--- src/rtl/calc_entry_ctrl_pkg.sv ---
// calc_entry_ctrl_pkg: shared state codes, default width and sign-magnitude canonicalisation.
package calc_entry_ctrl_pkg;

    localparam int DATA_W_DEF = 3;

    typedef enum logic [2:0] {
        GET_A  = 3'd0,
        GET_OP = 3'd1,
        GET_B  = 3'd2,
        EXEC   = 3'd3,
        SHOW   = 3'd4
    } state_t;

    function automatic logic [7:0] canon_sm(input logic [7:0] value, input int width);
        logic [7:0] mag_mask;
        mag_mask = 8'((1 << (width - 1)) - 1);
        return ((value & mag_mask) == '0) ? '0 : value;
    endfunction

endpackage

--- src/rtl/calc_entry_ctrl_if.sv ---
// calc_entry_ctrl_if: entry controls, add_sub operand/result link and display outputs.
interface calc_entry_ctrl_if #(parameter int DATA_W = 3);
    logic [DATA_W-1:0] sw;
    logic              op_sw;
    logic              enter;
    logic              clear;
    logic [DATA_W-1:0] A;
    logic [DATA_W-1:0] B;
    logic              op;
    logic [DATA_W:0]   C;
    logic [DATA_W:0]   result;
    logic              result_vld;
    logic [2:0]        phase;

    modport master (output sw, op_sw, enter, clear, C, input A, B, op, result, result_vld, phase);
    modport slave  (input sw, op_sw, enter, clear, C, output A, B, op, result, result_vld, phase);
endinterface

--- src/rtl/calc_entry_ctrl_rise_holdoff.sv ---
// rise_holdoff: rising-edge detector with a re-trigger holdoff window.
module rise_holdoff #(
    parameter int HOLDOFF = 4
) (
    input  logic clk,
    input  logic rst_n,
    input  logic i_clr,
    input  logic i_in,
    output logic o_acc
);
    localparam int CW = $clog2(HOLDOFF + 2);

    logic          r_in_q;
    logic [CW-1:0] r_cnt;

    assign o_acc = i_in & ~r_in_q & (r_cnt == '0) & ~i_clr;

    // clear zeroes the window but keeps tracking the input, so a held button is not re-seen
    always_ff @(posedge clk) begin
        if (!rst_n) begin
            r_in_q <= 1'b0;
            r_cnt  <= '0;
        end else begin
            r_in_q <= i_in;
            r_cnt  <= i_clr ? '0 : o_acc ? CW'(HOLDOFF) : (r_cnt != '0) ? r_cnt - 1'b1 : r_cnt;
        end
    end
endmodule

--- src/rtl/calc_entry_ctrl.sv ---
// calc_entry_ctrl: operand/operator entry sequencer and canonical result latch for add_sub.
module calc_entry_ctrl
    import calc_entry_ctrl_pkg::*;
#(
    parameter int DATA_W     = DATA_W_DEF,
    parameter int SETTLE_CYC = 2,
    parameter int HOLDOFF    = 4
) (
    input logic clk,
    input logic rst_n,
    calc_entry_ctrl_if.slave bus
);
    localparam int SW = $clog2(SETTLE_CYC + 1);

    state_t            r_state;
    state_t            w_next;
    logic [SW-1:0]     r_settle;
    logic [DATA_W-1:0] r_a;
    logic [DATA_W-1:0] r_b;
    logic              r_op;
    logic [DATA_W:0]   r_result;
    logic              r_vld;
    logic              w_acc;
    logic              w_clr;
    logic              w_ld_a;
    logic              w_ld_op;
    logic              w_ld_b;
    logic              w_cap;
    logic [DATA_W-1:0] w_sw_c;
    logic [DATA_W:0]   w_c_c;

    rise_holdoff #(.HOLDOFF(HOLDOFF)) u_enter (
        .clk   (clk),
        .rst_n (rst_n),
        .i_clr (bus.clear),
        .i_in  (bus.enter),
        .o_acc (w_acc)
    );

    assign w_clr  = !rst_n || bus.clear;
    assign w_sw_c = DATA_W'(canon_sm(8'(bus.sw), DATA_W));
    assign w_c_c  = (DATA_W+1)'(canon_sm(8'(bus.C), DATA_W + 1));

    always_ff @(posedge clk) begin
        if (w_clr) r_state <= GET_A;
        else       r_state <= w_next;
    end

    always_comb begin
        w_next = r_state;
        case (r_state)
            GET_A:   w_next = w_acc ? GET_OP : GET_A;
            GET_OP:  w_next = w_acc ? GET_B : GET_OP;
            GET_B:   w_next = w_acc ? EXEC : GET_B;
            EXEC:    w_next = (r_settle == '0) ? SHOW : EXEC;
            SHOW:    w_next = w_acc ? GET_A : SHOW;
            default: w_next = GET_A;
        endcase
    end

    always_comb begin
        w_ld_a  = (r_state == GET_A) && w_acc;
        w_ld_op = (r_state == GET_OP) && w_acc;
        w_ld_b  = (r_state == GET_B) && w_acc;
        w_cap   = (r_state == EXEC) && (r_settle == '0);
    end

    // operands stay registered through EXEC so add_sub sees constant inputs while settling
    always_ff @(posedge clk) begin
        if (w_clr) begin
            r_a      <= '0;
            r_b      <= '0;
            r_op     <= 1'b0;
            r_settle <= '0;
            r_result <= '0;
            r_vld    <= 1'b0;
        end else begin
            if (w_ld_a) r_a <= w_sw_c;
            if (w_ld_op) r_op <= bus.op_sw;
            if (w_ld_b) begin
                r_b      <= w_sw_c;
                r_settle <= SW'(SETTLE_CYC - 1);
            end else if (r_state == EXEC && r_settle != '0) begin
                r_settle <= r_settle - 1'b1;
            end
            if (w_cap) begin
                r_result <= w_c_c;
                r_vld    <= 1'b1;
            end else if (w_ld_a) begin
                r_vld    <= 1'b0;
            end
        end
    end

    assign bus.A          = r_a;
    assign bus.B          = r_b;
    assign bus.op         = r_op;
    assign bus.result     = r_result;
    assign bus.result_vld = r_vld;
    assign bus.phase      = r_state;
endmodule
--- src/flat_wrapper.sv ---
// flat-port wrapper written by rule: the top's interface ports become plain ports
module calc_entry_ctrl_flat import calc_entry_ctrl_pkg::*;
#(
    parameter int DATA_W     = DATA_W_DEF,
    parameter int SETTLE_CYC = 2,
    parameter int HOLDOFF    = 4
)
  (clk, rst_n, bus_sw, bus_op_sw, bus_enter, bus_clear, bus_C, bus_A, bus_B, bus_op, bus_result, bus_result_vld, bus_phase);
  calc_entry_ctrl_if #(.DATA_W(DATA_W)) bus_i ();
  input logic clk;
  input logic rst_n;
  input wire logic [$bits(bus_i.sw)-1:0] bus_sw;
  input wire logic [$bits(bus_i.op_sw)-1:0] bus_op_sw;
  input wire logic [$bits(bus_i.enter)-1:0] bus_enter;
  input wire logic [$bits(bus_i.clear)-1:0] bus_clear;
  input wire logic [$bits(bus_i.C)-1:0] bus_C;
  output wire logic [$bits(bus_i.A)-1:0] bus_A;
  output wire logic [$bits(bus_i.B)-1:0] bus_B;
  output wire logic [$bits(bus_i.op)-1:0] bus_op;
  output wire logic [$bits(bus_i.result)-1:0] bus_result;
  output wire logic [$bits(bus_i.result_vld)-1:0] bus_result_vld;
  output wire logic [$bits(bus_i.phase)-1:0] bus_phase;
  assign bus_i.sw = bus_sw;
  assign bus_i.op_sw = bus_op_sw;
  assign bus_i.enter = bus_enter;
  assign bus_i.clear = bus_clear;
  assign bus_i.C = bus_C;
  assign bus_A = bus_i.A;
  assign bus_B = bus_i.B;
  assign bus_op = bus_i.op;
  assign bus_result = bus_i.result;
  assign bus_result_vld = bus_i.result_vld;
  assign bus_phase = bus_i.phase;
  calc_entry_ctrl #(.DATA_W(DATA_W), .SETTLE_CYC(SETTLE_CYC), .HOLDOFF(HOLDOFF)) u_core (.clk(clk), .rst_n(rst_n), .bus(bus_i));
endmodule
--- config.mk ---
export PLATFORM = sky130hd
export DESIGN_NAME = calc_entry_ctrl_flat
export DESIGN_NICKNAME = d
export VERILOG_FILES = /design/src/rtl/calc_entry_ctrl_pkg.sv /design/src/rtl/calc_entry_ctrl_if.sv /design/src/rtl/calc_entry_ctrl_rise_holdoff.sv /design/src/rtl/calc_entry_ctrl.sv /design/src/flat_wrapper.sv
export SDC_FILE = /design/constraint.sdc
export NUM_CORES = 1
export LEC_CHECK = 0
export ABC_AREA = 1
export CAP_MARGIN = 15
export CORE_MARGIN = 3
export CORE_UTILIZATION = 42
export DETAILED_ROUTE_END_ITERATION = 7
export GPL_ROUTABILITY_DRIVEN = 0
export PLACE_DENSITY = 0.72
export REMOVE_ABC_BUFFERS = 1
export SLEW_MARGIN = 20
export SYNTH_ARGS = -nofsm -noshare
export SYNTH_HDL_FRONTEND = slang
export SYNTH_SLANG_ARGS = --single-unit
--- constraint.sdc ---
create_clock -name clk -period 1.27 [get_ports clk]
set_input_delay 0.127 -clock clk [delete_from_list [all_inputs] [get_ports clk]]
set_output_delay 0.127 -clock clk [all_outputs]
set_load 0.01 [all_outputs]
==> metrics.md <==
| Metric | Value |
|---|---|
| Fraction of final layout cells with drive strength greater than 1 | `25.14%` |
| Total global-route track usage | `between 15 and 20%` |
| Final clock period utilization by the worst path | `105.9%` |
| YS warnings | `0` |
| Arrival time at the worst endpoint | `1.61 ns` |
| CTS Hold Buffers Added | `0` |
| Total wirelength of the detailed-routed design | `2405 um` |
| Count of pins on the block boundary | `27` |
| Post-detailed-route wirelength per cell | `11.85 um` |
| Setup repair after global routing missed its margin | `yes` |
| Hold path cells | `3` |
| Critical-path maximum fanout | `5` |
| Effective utilization at floorplan | `roughly 45%` |
| Result of the run | `complete, but fails checks` |
| Post-Synthesis Cell Area | `1023 um^2` |
| Number of placement rows | `17` |
| Drt via density | `4.749` |
| Power Density | `871.4 nW/um^2` |
| Final Slew Violations | `0` |
| Flip-flop and latch count after synthesis | `21` |
| Critical Path Start Type | `register` |
| Count of antenna diodes in the layout | `0` |
| Die Ht | `55.37 um` |
| Cell depth of the worst flop-to-flop path | `9` |
| Detailed-placement wirelength estimate | `1722 um` |
| Final number of hold-violating endpoints | `0` |
| Detailed-route DRC error count | `0` |
| Top_reg_cell synth | `dfxtp_1` |
| Synthesized instance count | `139` |
| Maximum count of clock buffers along a single path | `2` |
| Max-Slew Margin vs Limit | `72.04%` |
| Cell type with the highest aggregate area in the netlist | `dfxtp_1` |
| Number of nets in the final layout | `192` |
| Clock buffer count from CTS | `3` |
| Pin count of the biggest net entering global routing | `14` |
| First drt pass iteration count | `3` |
| Die W | `55.37 um` |
| Final core utilization | `65.04%` |
| Hold WC Path Type | `primary input to register` |
| Kind of end point of the critical path | `register` |
| Slew at the pin with the worst max-slew slack | `0.4178 ns` |
| Post-synth EDFFs | `0` |
| Clock Tree Root | `clkbuf_4` |
| Minimum clock period | `1.345 ns` |
| Post-Synthesis Mean Instance Area | `7.363 um^2` |
| Setup Viol. Count Final | `13` |
| Static power due to leakage | `about 0.68 nW` |
| Wire length of the first global-routing pass | `approximately 4100 um` |
| Port-buffer cells | `26` |
| Synth top cells by count | `nand2_1, nor2_1, dfxtp_1` |
| Total global routing overflow | `0` |
| Number of antenna violations at the first check in global routing | `0` |
| Max Clock Skew | `between 0.007 and 0.008 ns` |
| Largest cells by area after synthesis | `dfxtp_1, nand2_1, nor2_1, inv_1, nor2_4` |
| Worst-case vdd ir drop | `0.8006 mV` |
| DRT antenna net count | `0` |
| Sinks on the clock net | `21` |
| Dominant cell by count in the synthesized netlist | `nand2_1` |
| Core ar. | `2255 um^2` |
| Clock slew seen by the registers of the worst setup and hold paths | `0.12 ns` |
| Max frequency | `743.5 MHz` |
| Worst Setup Path Type | `register to register` |
| Area share of the leading cell type in the synthesized netlist | `41.08%` |
| Synthesis-to-layout area growth | `43.28%` |
| Required arrival time at the worst endpoint | `roughly 1.5 ns` |
| Number of DRC markers after the initial detailed-route iteration | `16` |
| Power after layout | `0.001278 W` |
| Ys async rst share | `0%` |
| Failing checks | `negative setup slack` |
| H-tree Lvls | `1` |
| Share of the yosys chip area belonging to registers | `41.08%` |
| CTS tree | `built` |
| Number of global-route vias before repair | `998` |
| Worst path setup slack after routing | `-0.07501 ns` |
| Aggregate negative setup slack | `-0.4168 ns` |
| Overall via count from detail_route | `slightly below 1000` |
| Die footprint | `3065 um^2` |
| Clock latency on the worst-skew pair | `0.31 ns` |
| Count of max-cap constraint violations | `0` |
| Count of distinct cell types in the synthesized netlist | `21` |
==> layout by cell type (no fill, tap or decap), types with 2 or more instances in the layout <==
| cell | n |
|---|---|
| a21oi_1 | 8 |
| a21oi_2 | 2 |
| buf_4 | 7 |
| clkbuf_4 | 3 |
| clkdlybuf4s50_1 | 11 |
| clkinv_4 | 2 |
| dfxtp_1 | 16 |
| dfxtp_2 | 3 |
| dfxtp_4 | 2 |
| dlygate4sd2_1 | 15 |
| ha_4 | 3 |
| inv_1 | 16 |
| inv_2 | 4 |
| nand2_1 | 29 |
| nand2_2 | 5 |
| nand2_4 | 2 |
| nand3_1 | 7 |
| nand3_2 | 2 |
| nor2_1 | 21 |
| nor2_4 | 5 |
| o21bai_1 | 2 |
==> layer usage <==
layer  up-vias  GRT usage (%)  wire (um)
met2        28          29.56       1197
met5         -              0          0
li1        499              -          -
met1       433          18.31       1056
met4         0          6.250         26
met3         4          3.271        125
==> final timing paths <==
check | endpoint | from | slack [ns]
min | u_core.u_enter.r_in_q | rst_n | 0.39
max | u_core.r_settle[0] | u_core.u_enter.r_cnt[1] | -0.08
max reg2reg | u_core.r_settle[0] | u_core.u_enter.r_cnt[1] | -0.08
min reg2reg | u_core.bus.result_vld | u_core.bus.result_vld | 0.47
==> state kept, by name (all words and copies together), names as in the netlist <==
signal	flops
u_core.bus.result	4
u_core.bus.A	3
u_core.bus.B	3
u_core.bus.phase	3
u_core.u_enter.r_cnt	3
u_core.r_settle	2
u_core.bus.op	1
u_core.bus.result_vld	1
u_core.u_enter.r_in_q	1
==> logic make-up (layout without fill, tap and decap cells) <==
logic type	count (synthesis)	count (layout)	share of synthesized area [%]
AOI/OAI and AO/OA	15	15	8.679
and+or+nand+nor	75	75	34.72
DFF	21	21	41.08
buffers and inverters	23	59	9.779
xor gates and xnor gates	1	1	0.8559
adders and majority gates	4	4	4.890
==> repair_timing <==
| item | CTS | global route |
|---|---|---|
| pin swaps | 8 | 6 |
| gates cloned | 0 | 0 |
| setup buffers | 2 | 2 |
| endpoints found under the setup margin | 31 | 16 |
| resized for setup | 31 | 13 |
==> area by class of cell <==
cell class	instances	area, um^2
fill	206	788.3
multi-input combinational	95	586.8
sequential	21	431.7
timing repair buffer	33	294.0
inverter	22	92.59
tap	28	35.03
clock buffer	4	26.28
==> metrics by stage <==
step                hold WS, ns  area, um^2  worst slack [ns]  cells
floorplan                0.2205        1012           -0.1263    138
global placement         0.4498        1330           -0.1112    195
detailed placement       0.4568        1330           -0.1522    195
CTS                      0.3869        1406          -0.03900    201
global route             0.4146        1466           -0.1651    203
finish                   0.3884        1466          -0.07501    203
==> critical path, cell delays in order, from the launching register on <==
cell	delay [ns]
dfxtp_2	0.34
inv_2	0.06
ha_4	0.15
ha_4	0.15
nand2_4	0.06
nor2_4	0.22
nand2_2	0.11
nand3_1	0.10
nand2_1	0.05
inv_1	0.05
==> report_power, final <==
group	switching [W]	internal, W	total [W]
Sequential	0.0000101	0.000669	0.000679
Combinational	0.000138	0.000125	0.000262
Clock	0.000214	0.000123	0.000336
(Power assumes the default switching activity.)
